[config.mk]
export PLATFORM = sky130hd
export DESIGN_NAME = context_save_responder_flat
export DESIGN_NICKNAME = d
export VERILOG_FILES = /design/src/rtl/context_save_responder_pkg.sv /design/src/rtl/context_save_responder_if.sv /design/src/rtl/context_save_responder_ram.sv /design/src/rtl/context_save_responder.sv /design/src/flat_wrapper.sv
export SDC_FILE = /design/constraint.sdc
export NUM_CORES = 2
export LEC_CHECK = 0
export BUFFER_PORTS_ARGS = -buffer_cell sky130_fd_sc_hd__buf_2
export CORE_MARGIN = 2
export CORE_UTILIZATION = 56
export CTS_CLUSTER_DIAMETER = 100
export CTS_CLUSTER_SIZE = 40
export DETAILED_ROUTE_END_ITERATION = 6
export PLACE_DENSITY = 0.8
export SLEW_MARGIN = 0
export SYNTH_ARGS = -nofsm -noshare
export SYNTH_HDL_FRONTEND = slang
export SYNTH_SLANG_ARGS = --single-unit
[constraint.sdc]
create_clock -name clk_in -period 5.4 [get_ports clk_in]
set_input_delay 1.08 -clock clk_in [delete_from_list [all_inputs] [get_ports clk_in]]
set_output_delay 1.08 -clock clk_in [all_outputs]
set_load 0.01 [all_outputs]
[src/rtl/context_save_responder_pkg.sv]
// Shared definitions for the context save responder: save-area geometry,
// FSM state type and the byte-address to slot decoder.
package ctx_save_pkg;

  localparam int SLOTS  = 32;
  localparam int SLOT_W = 5;
  localparam int WORD_W = 10;
  localparam logic [WORD_W-1:0] TOP_WORD = 10'h3FF;

  typedef enum logic {
    IDLE  = 1'b0,
    SCRUB = 1'b1
  } fsm_state_t;

  typedef struct packed {
    logic              valid;
    logic [SLOT_W-1:0] slot;
  } slot_dec_t;

  // Slot n sits at word TOP_WORD-n; anything outside the 32 words at the top
  // of the 8 KiB window, or not 8-byte aligned, is rejected.
  function automatic slot_dec_t addr_to_slot(input logic [63:0] addr);
    logic [WORD_W-1:0] w_diff;
    slot_dec_t         w_res;
    w_diff      = TOP_WORD - addr[12:3];
    w_res.valid = (addr[2:0] == 3'b000) && (addr[63:13] == '0) &&
                  (w_diff < WORD_W'(SLOTS));
    w_res.slot  = w_diff[SLOT_W-1:0];
    return w_res;
  endfunction

endpackage

[src/rtl/context_save_responder_if.sv]
// Request/response bundle between the stacking unit (master) and the
// save-area responder (slave).
interface context_save_responder_if
  import ctx_save_pkg::*;
#(
  parameter int DATA_W = 64
);

  logic                write_signal_in;
  logic                read_signal_in;
  logic [63:0]         memory_address_in;
  logic [SLOT_W-1:0]   register_address_in;
  logic [DATA_W-1:0]   write_data_in;
  logic                clear_signal_in;
  logic [DATA_W-1:0]   read_data_out;
  logic                read_valid_out;
  logic [SLOT_W-1:0]   register_address_out;
  logic [SLOTS-1:0]    saved_flags_out;
  logic [SLOT_W:0]     saved_count_out;
  logic                busy_out;
  logic                error_out;

  modport master (
    output write_signal_in, read_signal_in, memory_address_in,
           register_address_in, write_data_in, clear_signal_in,
    input  read_data_out, read_valid_out, register_address_out,
           saved_flags_out, saved_count_out, busy_out, error_out
  );

  modport slave (
    input  write_signal_in, read_signal_in, memory_address_in,
           register_address_in, write_data_in, clear_signal_in,
    output read_data_out, read_valid_out, register_address_out,
           saved_flags_out, saved_count_out, busy_out, error_out
  );

endinterface

[src/rtl/context_save_responder_ram.sv]
// Save-area storage: one write port and one registered read port.
module context_save_ram #(
  parameter  int DATA_W = 64,
  parameter  int SLOTS  = 32,
  localparam int ADDR_W = $clog2(SLOTS)
) (
  input  logic              i_clk,
  input  logic              i_we,
  input  logic [ADDR_W-1:0] i_waddr,
  input  logic [DATA_W-1:0] i_wdata,
  input  logic              i_re,
  input  logic [ADDR_W-1:0] i_raddr,
  output logic [DATA_W-1:0] o_rdata
);

  logic [DATA_W-1:0] r_mem [SLOTS];
  logic [DATA_W-1:0] r_rdata;

  // NOTE: sequential state uses <= so every register samples pre-edge values;
  // the array and its read register have no reset so they map onto RAM cells.
  always_ff @(posedge i_clk) begin
    if (i_we) r_mem[i_waddr] <= i_wdata;
    if (i_re) r_rdata <= r_mem[i_raddr];
  end

  assign o_rdata = r_rdata;

endmodule

[src/rtl/context_save_responder.sv]
// Memory-side responder for interrupt context save/restore: decode, scrub
// FSM, saved-slot tracking and a two-stage read response pipeline.
module context_save_responder
  import ctx_save_pkg::*;
#(
  parameter int DATA_W = 64
) (
  input logic                     clk_in,
  input logic                     rst_n_in,
  context_save_responder_if.slave bus
);

  fsm_state_t        r_state, w_state_nxt;
  logic [SLOT_W-1:0] r_ptr, w_ptr_nxt;
  logic              w_scrub_start;

  logic [SLOTS-1:0]  r_flags;
  logic [SLOT_W:0]   r_count;

  slot_dec_t         w_dec;
  logic              w_busy, w_req, w_bad, w_wr_ok, w_rd_ok;

  logic              r_s1_valid, r_s1_saved;
  logic [SLOT_W-1:0] r_s1_tag;
  logic              r_s2_valid;
  logic [DATA_W-1:0] r_s2_data;
  logic [SLOT_W-1:0] r_s2_tag;
  logic              r_err;

  logic              w_ram_we;
  logic [SLOT_W-1:0] w_ram_waddr;
  logic [DATA_W-1:0] w_ram_wdata;
  logic [DATA_W-1:0] w_ram_rdata;

  assign w_dec   = addr_to_slot(bus.memory_address_in);
  assign w_busy  = (r_state == SCRUB);
  assign w_req   = bus.write_signal_in | bus.read_signal_in;
  assign w_bad   = w_req & (w_busy | (bus.write_signal_in & bus.read_signal_in) | ~w_dec.valid);
  assign w_wr_ok = bus.write_signal_in & ~w_bad;
  assign w_rd_ok = bus.read_signal_in & ~w_bad;

  always_ff @(posedge clk_in or negedge rst_n_in) begin
    if (!rst_n_in) begin
      r_state <= IDLE;
      r_ptr   <= '0;
    end else begin
      r_state <= w_state_nxt;
      r_ptr   <= w_ptr_nxt;
    end
  end

  // NOTE: every output of this block is defaulted first so no path leaves it
  // unassigned and no latch is inferred.
  always_comb begin
    w_state_nxt   = r_state;
    w_ptr_nxt     = r_ptr;
    w_scrub_start = 1'b0;
    case (r_state)
      IDLE: begin
        if (bus.clear_signal_in) begin
          w_state_nxt   = SCRUB;
          w_ptr_nxt     = '0;
          w_scrub_start = 1'b1;
        end
      end
      SCRUB: begin
        w_ptr_nxt = r_ptr + SLOT_W'(1);
        if (r_ptr == SLOT_W'(SLOTS - 1)) w_state_nxt = IDLE;
      end
      default: w_state_nxt = IDLE;
    endcase
  end

  // Requests are refused while scrubbing, so the scrub owns the write port.
  assign w_ram_we    = w_busy | w_wr_ok;
  assign w_ram_waddr = w_busy ? r_ptr : w_dec.slot;
  assign w_ram_wdata = w_busy ? '0 : bus.write_data_in;

  context_save_ram #(
    .DATA_W (DATA_W),
    .SLOTS  (SLOTS)
  ) u_ram (
    .i_clk   (clk_in),
    .i_we    (w_ram_we),
    .i_waddr (w_ram_waddr),
    .i_wdata (w_ram_wdata),
    .i_re    (w_rd_ok),
    .i_raddr (w_dec.slot),
    .o_rdata (w_ram_rdata)
  );

  // A clear on the same edge as a write wins: the flag is dropped again.
  always_ff @(posedge clk_in or negedge rst_n_in) begin
    if (!rst_n_in) begin
      r_flags <= '0;
      r_count <= '0;
    end else if (w_scrub_start) begin
      r_flags <= '0;
      r_count <= '0;
    end else if (w_wr_ok) begin
      r_flags[w_dec.slot] <= 1'b1;
      if (!r_flags[w_dec.slot]) r_count <= r_count + (SLOT_W + 1)'(1);
    end
  end

  always_ff @(posedge clk_in or negedge rst_n_in) begin
    if (!rst_n_in) begin
      r_s1_valid <= 1'b0;
      r_s1_saved <= 1'b0;
      r_s1_tag   <= '0;
      r_s2_valid <= 1'b0;
      r_s2_data  <= '0;
      r_s2_tag   <= '0;
      r_err      <= 1'b0;
    end else begin
      r_s1_valid <= w_rd_ok;
      if (w_rd_ok) begin
        r_s1_saved <= r_flags[w_dec.slot];
        r_s1_tag   <= bus.register_address_in;
      end
      r_s2_valid <= r_s1_valid;
      r_s2_data  <= (r_s1_valid && r_s1_saved) ? w_ram_rdata : '0;
      r_s2_tag   <= r_s1_valid ? r_s1_tag : '0;
      // Refused requests flag one cycle later; unsaved reads flag with their response.
      r_err      <= w_bad | (r_s1_valid & ~r_s1_saved);
    end
  end

  assign bus.read_data_out        = r_s2_data;
  assign bus.read_valid_out       = r_s2_valid;
  assign bus.register_address_out = r_s2_tag;
  assign bus.saved_flags_out      = r_flags;
  assign bus.saved_count_out      = r_count;
  assign bus.busy_out             = w_busy;
  assign bus.error_out            = r_err;

endmodule
[src/flat_wrapper.sv]
// flat-port wrapper written by rule: the top's interface ports become plain ports
module context_save_responder_flat import ctx_save_pkg::*;
#(
  parameter int DATA_W = 64
)
  (clk_in, rst_n_in, bus_write_signal_in, bus_read_signal_in, bus_memory_address_in, bus_register_address_in, bus_write_data_in, bus_clear_signal_in, bus_read_data_out, bus_read_valid_out, bus_register_address_out, bus_saved_flags_out, bus_saved_count_out, bus_busy_out, bus_error_out);
  context_save_responder_if #(.DATA_W(DATA_W)) bus_i ();
  input logic clk_in;
  input logic rst_n_in;
  input wire logic [$bits(bus_i.write_signal_in)-1:0] bus_write_signal_in;
  input wire logic [$bits(bus_i.read_signal_in)-1:0] bus_read_signal_in;
  input wire logic [$bits(bus_i.memory_address_in)-1:0] bus_memory_address_in;
  input wire logic [$bits(bus_i.register_address_in)-1:0] bus_register_address_in;
  input wire logic [$bits(bus_i.write_data_in)-1:0] bus_write_data_in;
  input wire logic [$bits(bus_i.clear_signal_in)-1:0] bus_clear_signal_in;
  output wire logic [$bits(bus_i.read_data_out)-1:0] bus_read_data_out;
  output wire logic [$bits(bus_i.read_valid_out)-1:0] bus_read_valid_out;
  output wire logic [$bits(bus_i.register_address_out)-1:0] bus_register_address_out;
  output wire logic [$bits(bus_i.saved_flags_out)-1:0] bus_saved_flags_out;
  output wire logic [$bits(bus_i.saved_count_out)-1:0] bus_saved_count_out;
  output wire logic [$bits(bus_i.busy_out)-1:0] bus_busy_out;
  output wire logic [$bits(bus_i.error_out)-1:0] bus_error_out;
  assign bus_i.write_signal_in = bus_write_signal_in;
  assign bus_i.read_signal_in = bus_read_signal_in;
  assign bus_i.memory_address_in = bus_memory_address_in;
  assign bus_i.register_address_in = bus_register_address_in;
  assign bus_i.write_data_in = bus_write_data_in;
  assign bus_i.clear_signal_in = bus_clear_signal_in;
  assign bus_read_data_out = bus_i.read_data_out;
  assign bus_read_valid_out = bus_i.read_valid_out;
  assign bus_register_address_out = bus_i.register_address_out;
  assign bus_saved_flags_out = bus_i.saved_flags_out;
  assign bus_saved_count_out = bus_i.saved_count_out;
  assign bus_busy_out = bus_i.busy_out;
  assign bus_error_out = bus_i.error_out;
  context_save_responder #(.DATA_W(DATA_W)) u_core (.clk_in(clk_in), .rst_n_in(rst_n_in), .bus(bus_i));
endmodule
# Yosys cells after proc, flatten, opt, wreduce, memory -nomap -nowiden
# Memories as Yosys holds them, arrays and structs flattened. A register that Yosys moved wholly into a read port is not among the register bits.
# Cells that the tools add are included.
# Widths: inputs -> output; s select.
# op_classes
n_addsub	3
n_bitwise	15
muxes	21
n_lt_le_gt_ge	3
n_reduce_logical	8
eq_ne	3
# ops
op	count
$mux 64	2
$mux 32	2
$logic_not 51->1	1
$or 32x32->32	1
$mux 6	3
$mux 5	3
$lt 10x6->1 const B	1
$pmux 5 s2	1
$sub 10x10->10 const A	1
$mux 1	7
$add 6x1->6 const B	1
$lt 5x6->1 const B	1
$add 5x1->5 const B	1
$and 1x1->1	5
$bmux 1 s5	1
$demux 1 s5	1
$eq 5x5->1 const B	1
$ge 5x1->1 const B	1
$or 1x1->1	5
$logic_and 1x1->1	4
$not 1->1	4
$logic_not 3->1	1
$ne 2x1->1 const B	1
$ne 2x2->1 const B	1
3 further kinds	3
# totals
n_memories	1
ram_bits	2048
elab_cells	65
reg_bits	122
# memory_table
name	depth	width	read_ports	rd_ports_with_merged_regs	wr	line_no	source
u_core.u_ram.r_mem	32	64	1	1	1	context_save_responder_ram.sv:16	logic [DATA_W-1:0] r_mem [SLOTS];

# Longest topological paths before layout
# logic_depth
word_depth	11
depth_mapped	8
ltp_nobuf	6

# By module
# Synthesis repeated with hierarchy kept, for this count alone.
# hier_totals
hier_cells	3610
hier_area_um2	85001.5
# modules_own_cells
module	instances	area_per_inst_um2	cells_each	seq_area_each_um2
context_save_ram	1	79605.1	3097	63420.8
context_save_responder	1	5396.4	513	3052.9

# Worst setup path before layout
# Ideal clock, no wire load.
# synth_path
path_kind	input port to flip-flop
start	input port bus_memory_address_in[3]
end	memory u_core.u_ram.r_mem[10][0], enable pin
setup_slack_ns	-0.257
path_buffers	4
required_time_ns	4.914
stages	8
t_arrival_ns	5.171
path_cell_list	buf_4 > buf_4 > buf_4 > buf_2 > nor2_1 > a21oi_1 > o211ai_1 > nor2_1
# synth_between
elab_chain_len	11
elab_cells_between_ends	12
# synth_lines
item	line_no	source
start, declared	flat_wrapper.sv:12	input wire logic [$bits(bus_i.memory_address_in)-1:0] bus_memory_address_in;
$sub 10x10->10 (*)	context_save_responder_pkg.sv:25	w_diff = TOP_WORD - addr[12:3];
$lt 10x6->1	context_save_responder_pkg.sv:27	(w_diff < WORD_W'(SLOTS));
$logic_and 1x1->1	context_save_responder_pkg.sv:26	w_res.valid = (addr[2:0] == 3'b000) && (addr[63:13] == '0) &&
$not 1->1	context_save_responder.sv:38	assign w_bad = w_req & (w_busy | (bus.write_signal_in & bus.read_signal_in) | ~w_dec.valid);
$or 1x1->1	context_save_responder.sv:38	
$and 1x1->1	context_save_responder.sv:38	
$not 1->1	context_save_responder.sv:39	assign w_wr_ok = bus.write_signal_in & ~w_bad;
$and 1x1->1	context_save_responder.sv:39	
$or 1x1->1	context_save_responder.sv:75	assign w_ram_we = w_busy | w_wr_ok;
$mux 1	context_save_responder_ram.sv:22	if (i_we) r_mem[i_waddr] <= i_wdata;
$mux 1 (implied by the code)	context_save_responder_ram.sv:22	
end, declared	context_save_responder_ram.sv:16	
# Mark *: on every way between the ends. The rest lies on a longest branch, timed or not.

# Worst setup path after layout
# layout_path
start	input port bus_memory_address_in[43]
end	memory u_core.u_ram.r_mem[5][5], enable pin
# layout_between
elab_chain_len	11
# layout_lines
item	line_no
$logic_not 51->1	context_save_responder_pkg.sv:26
$logic_and 1x1->1 (2 in a row)	context_save_responder_pkg.sv:26
$not 1->1	context_save_responder.sv:38
$or 1x1->1	context_save_responder.sv:38
$and 1x1->1	context_save_responder.sv:38
$not 1->1	context_save_responder.sv:39
$and 1x1->1	context_save_responder.sv:39
$or 1x1->1	context_save_responder.sv:75
$mux 1	context_save_responder_ram.sv:22
$mux 1 (implied by the code)	context_save_responder_ram.sv:22
# Every way passes these cells.

==> metrics <==
crit-path max FO 14; # resized after CTS 0; # placed instances 5839; Post-Syn Area 83700 µm²; crit path time final 3.90 ns; vias 41700; met3 usage 0.0471; CP arrival 4.35 ns; met1 Use GR 0.378; RSZ-0062 raised after global routing no; setup ws final 1.50 ns; Synth Instances 3699; r2r endpoint u_core.u_ram.r_mem[5][5]; drt wl/cell 34.6 µm; Seq/Total Area, Yosys 0.794; Max-cap violations 0; CTS root buf clkbuf_16; clk_lat worst skew 0.75 ns; DRT antenna net count 0; number of remaining DRC errors 0; status complete, no violations; area of the core 148000 µm²; worst slew pin tran 1.44 ns; layout net count 4123; Yosys Warn Count 0; Final Wtd Congestion 0.814; CTS Buffer Depth 3; Ports 248; TritonCTS Buffers 68; area leader, netlist edfxtp_1; Initial Util 0.566; DR vias/cell 6.99; die area 153000 µm²; Post-CTS Setup Repair Bufs 0; share of cells above drive strength 1 0.271; post-synth cell types 52; final count of pins violating max slew 0; Lkg Pwr 29.5 nW; maximum vdd drop 0.331 mV; DRT iter0 DRCs 6278; largest net degree at the start of global routing 81; top cell type's share of synthesized area 0.758; FMAX 256 MHz; Die W 391 µm; PD cells 370 nW/µm²; CTS clk-pin slew, worst paths 0.14 ns; Critical Path RT 5.85 ns; Setup crit end kind register; met2 Usage GRT 0.445; r2r setup slk 1.80 ns; DP Worst Slack 0.858 ns; htree depth 3; Rows 141; busiest layer in global routing met2; first-pass GRT wire length 296000 µm; Crit Path Category primary input to register; Slew HR 0.0387; area delta synth->final 8.70%; 1st-pass router iterations 6; Mean Syn Cell Area 22.6 µm²; fin crit share 0.723; grt ovf 0; clock skew 0.0675 ns; I/O Buffers 247; worst hold path class primary input to async pin; reg2reg path depth 8; HPWL Detailed 115000 µm; Worst setup SP type primary input; final setup fails 0; total wire length 207000 µm; CTS tree yes; Area contributors post-synth edfxtp_1 (76%), mux4_2 (14%), dfrtp_1 (3.6%); vias in the first global route 41400; antenna violations before repair 5; CTS Hold Bufs 0; Final Hold Viols 0; Die Ht 391 µm; reg-to-reg startpoint u_core.bus.busy_out; clock sinks 2234; non-filler cells, final 5967; syn nets 3840; Total GRT Usage 0.271; Seq cells post-synth 2234
-- metal layers --
| metal | vias up | routed length [µm] |
|---|---|---|
| met4 | 0 | 6670 |
| li1 | 16100 | - |
| met5 | - | 0 |
| met2 | 3265 | 103000 |
| met1 | 21900 | 74200 |
| met3 | 362 | 23000 |
-- layout make-up --
| class | count | area (µm²) |
|---|---|---|
| clock buffer | 114 | 1940 |
| antenna | 2 | 5.00 |
| tap | 1930 | 2410 |
| multi-input combinational | 1249 | 16700 |
| inverter | 8 | 30.0 |
| timing repair buffer | 421 | 3290 |
| clock inverter | 9 | 143 |
| sequential | 2234 | 66500 |
| fill | 9493 | 57000 |
-- worst max-delay path: stages --
cell      delay [ns]
buf_2           0.12
nor4_1          0.54
nand4_1         0.35
or2_1           0.45
nor2_4          0.38
o211ai_1        0.14
buf_4           0.27
nor2_4          0.74
buf_12          0.25
-- per-stage QoR --
step	hold WS, ns	util	setup TNS (ns)	instance area (µm²)	total power, mW
after CTS	0.150	0.614	0	91000	33.7
final	0.182	0.615	0	91000	33.7
after detailed placement	0.453	0.600	0	88900	26.5
after floorplan	0.431	-	-517.69	83700	24.3
after global placement	0.441	0.600	0	88900	26.2
after global routing	0.186	0.615	0	91000	34.5
-- cells in the mapped netlist, drive strengths merged --
cell type  number
o22ai           8
mux2i          21
dfrtp         122
nor2           69
a22oi         256
o2111ai         2
nand2b          5
a31oi           2
xor2            1
and3           67
o21ai          12
clkbuf        138
a21oi          28
nor2b          65
a221oi          1
nor4           17
o32a            1
edfxtp       2112
nor4b           4
or2             6
o31ai           1
xnor2           1
or3             3
ha              3
inv             7
clkinv          1
buf            70
nand3b          2
and4b           1
and2            5
or4             2
o32ai           2
o211ai          4
a41o            1
nand2          57
nand3           5
a2111o          1
nand4          71
nor3            7
mux4          512
o22a            2
a21o            4
-- how the worst max path moves through the flow --
| stage | from | to | slack, ns |
|---|---|---|---|
| after floorplan | bus_memory_address_in[3] | u_core.u_ram.r_mem[10][0] | -0.26 |
| after global placement | bus_memory_address_in[43] | u_core.u_ram.r_mem[5][11] | 0.87 |
| after detailed placement | bus_memory_address_in[43] | u_core.u_ram.r_mem[5][17] | 0.86 |
| after CTS | bus_memory_address_in[43] | u_core.u_ram.r_mem[5][5] | 1.66 |
| after global routing | bus_memory_address_in[43] | u_core.u_ram.r_mem[5][5] | 1.34 |
| final | bus_memory_address_in[43] | u_core.u_ram.r_mem[5][5] | 1.50 |
-- cells by family (layout without fill, tap and decap cells) --
| group | after synthesis | count (layout) | synth area share |
|---|---|---|---|
| buf+inv | 216 | 552 | 0.0109 |
| fa+ha+maj | 3 | 3 | 0.000448 |
| flops | 2234 | 2234 | 0.794 |
| compound gates | 325 | 325 | 0.0282 |
| simple gates | 386 | 386 | 0.0259 |
| xor+xnor | 2 | 2 | 0.000209 |
| other cells | 0 | 2 | 0 |
| mux | 533 | 533 | 0.140 |
-- report_power, final --
group	internal, mW	total [mW]	switching, mW
Clock	2.58	7.43	4.85
Combinational	1.34	4.56	3.23
Sequential	21.2	21.7	0.453
-- state kept, by name (all words and copies together) (netlist names) --
name                             flops
u_core.u_ram.o_rdata                64
u_core.bus.busy_out                  1
u_core.bus.read_valid_out            1
u_core.bus.error_out                 1
u_core.r_ptr                         5
u_core.r_s1_tag                      5
u_core.bus.read_data_out            64
u_core.bus.saved_flags_out          32
u_core.bus.register_address_out      5
u_core.bus.saved_count_out           6
u_core.r_s1_saved                    1
u_core.r_s1_valid                    1
u_core.u_ram.r_mem                2048
-- placed cells by master (no fill, tap or decap), types with 39 or more instances in the layout --
master     instances
edfxtp_1        2112
mux4_2           512
a22oi_1          256
buf_2            244
dfrtp_1          119
buf_4            115
nand4_1           71
clkbuf_16         71
and3_1            67
nand2_1           57
buf_12            56
clkbuf_1          43
nor2b_1           39
nor2_4            39
Power figures use the tool's default switching activity.
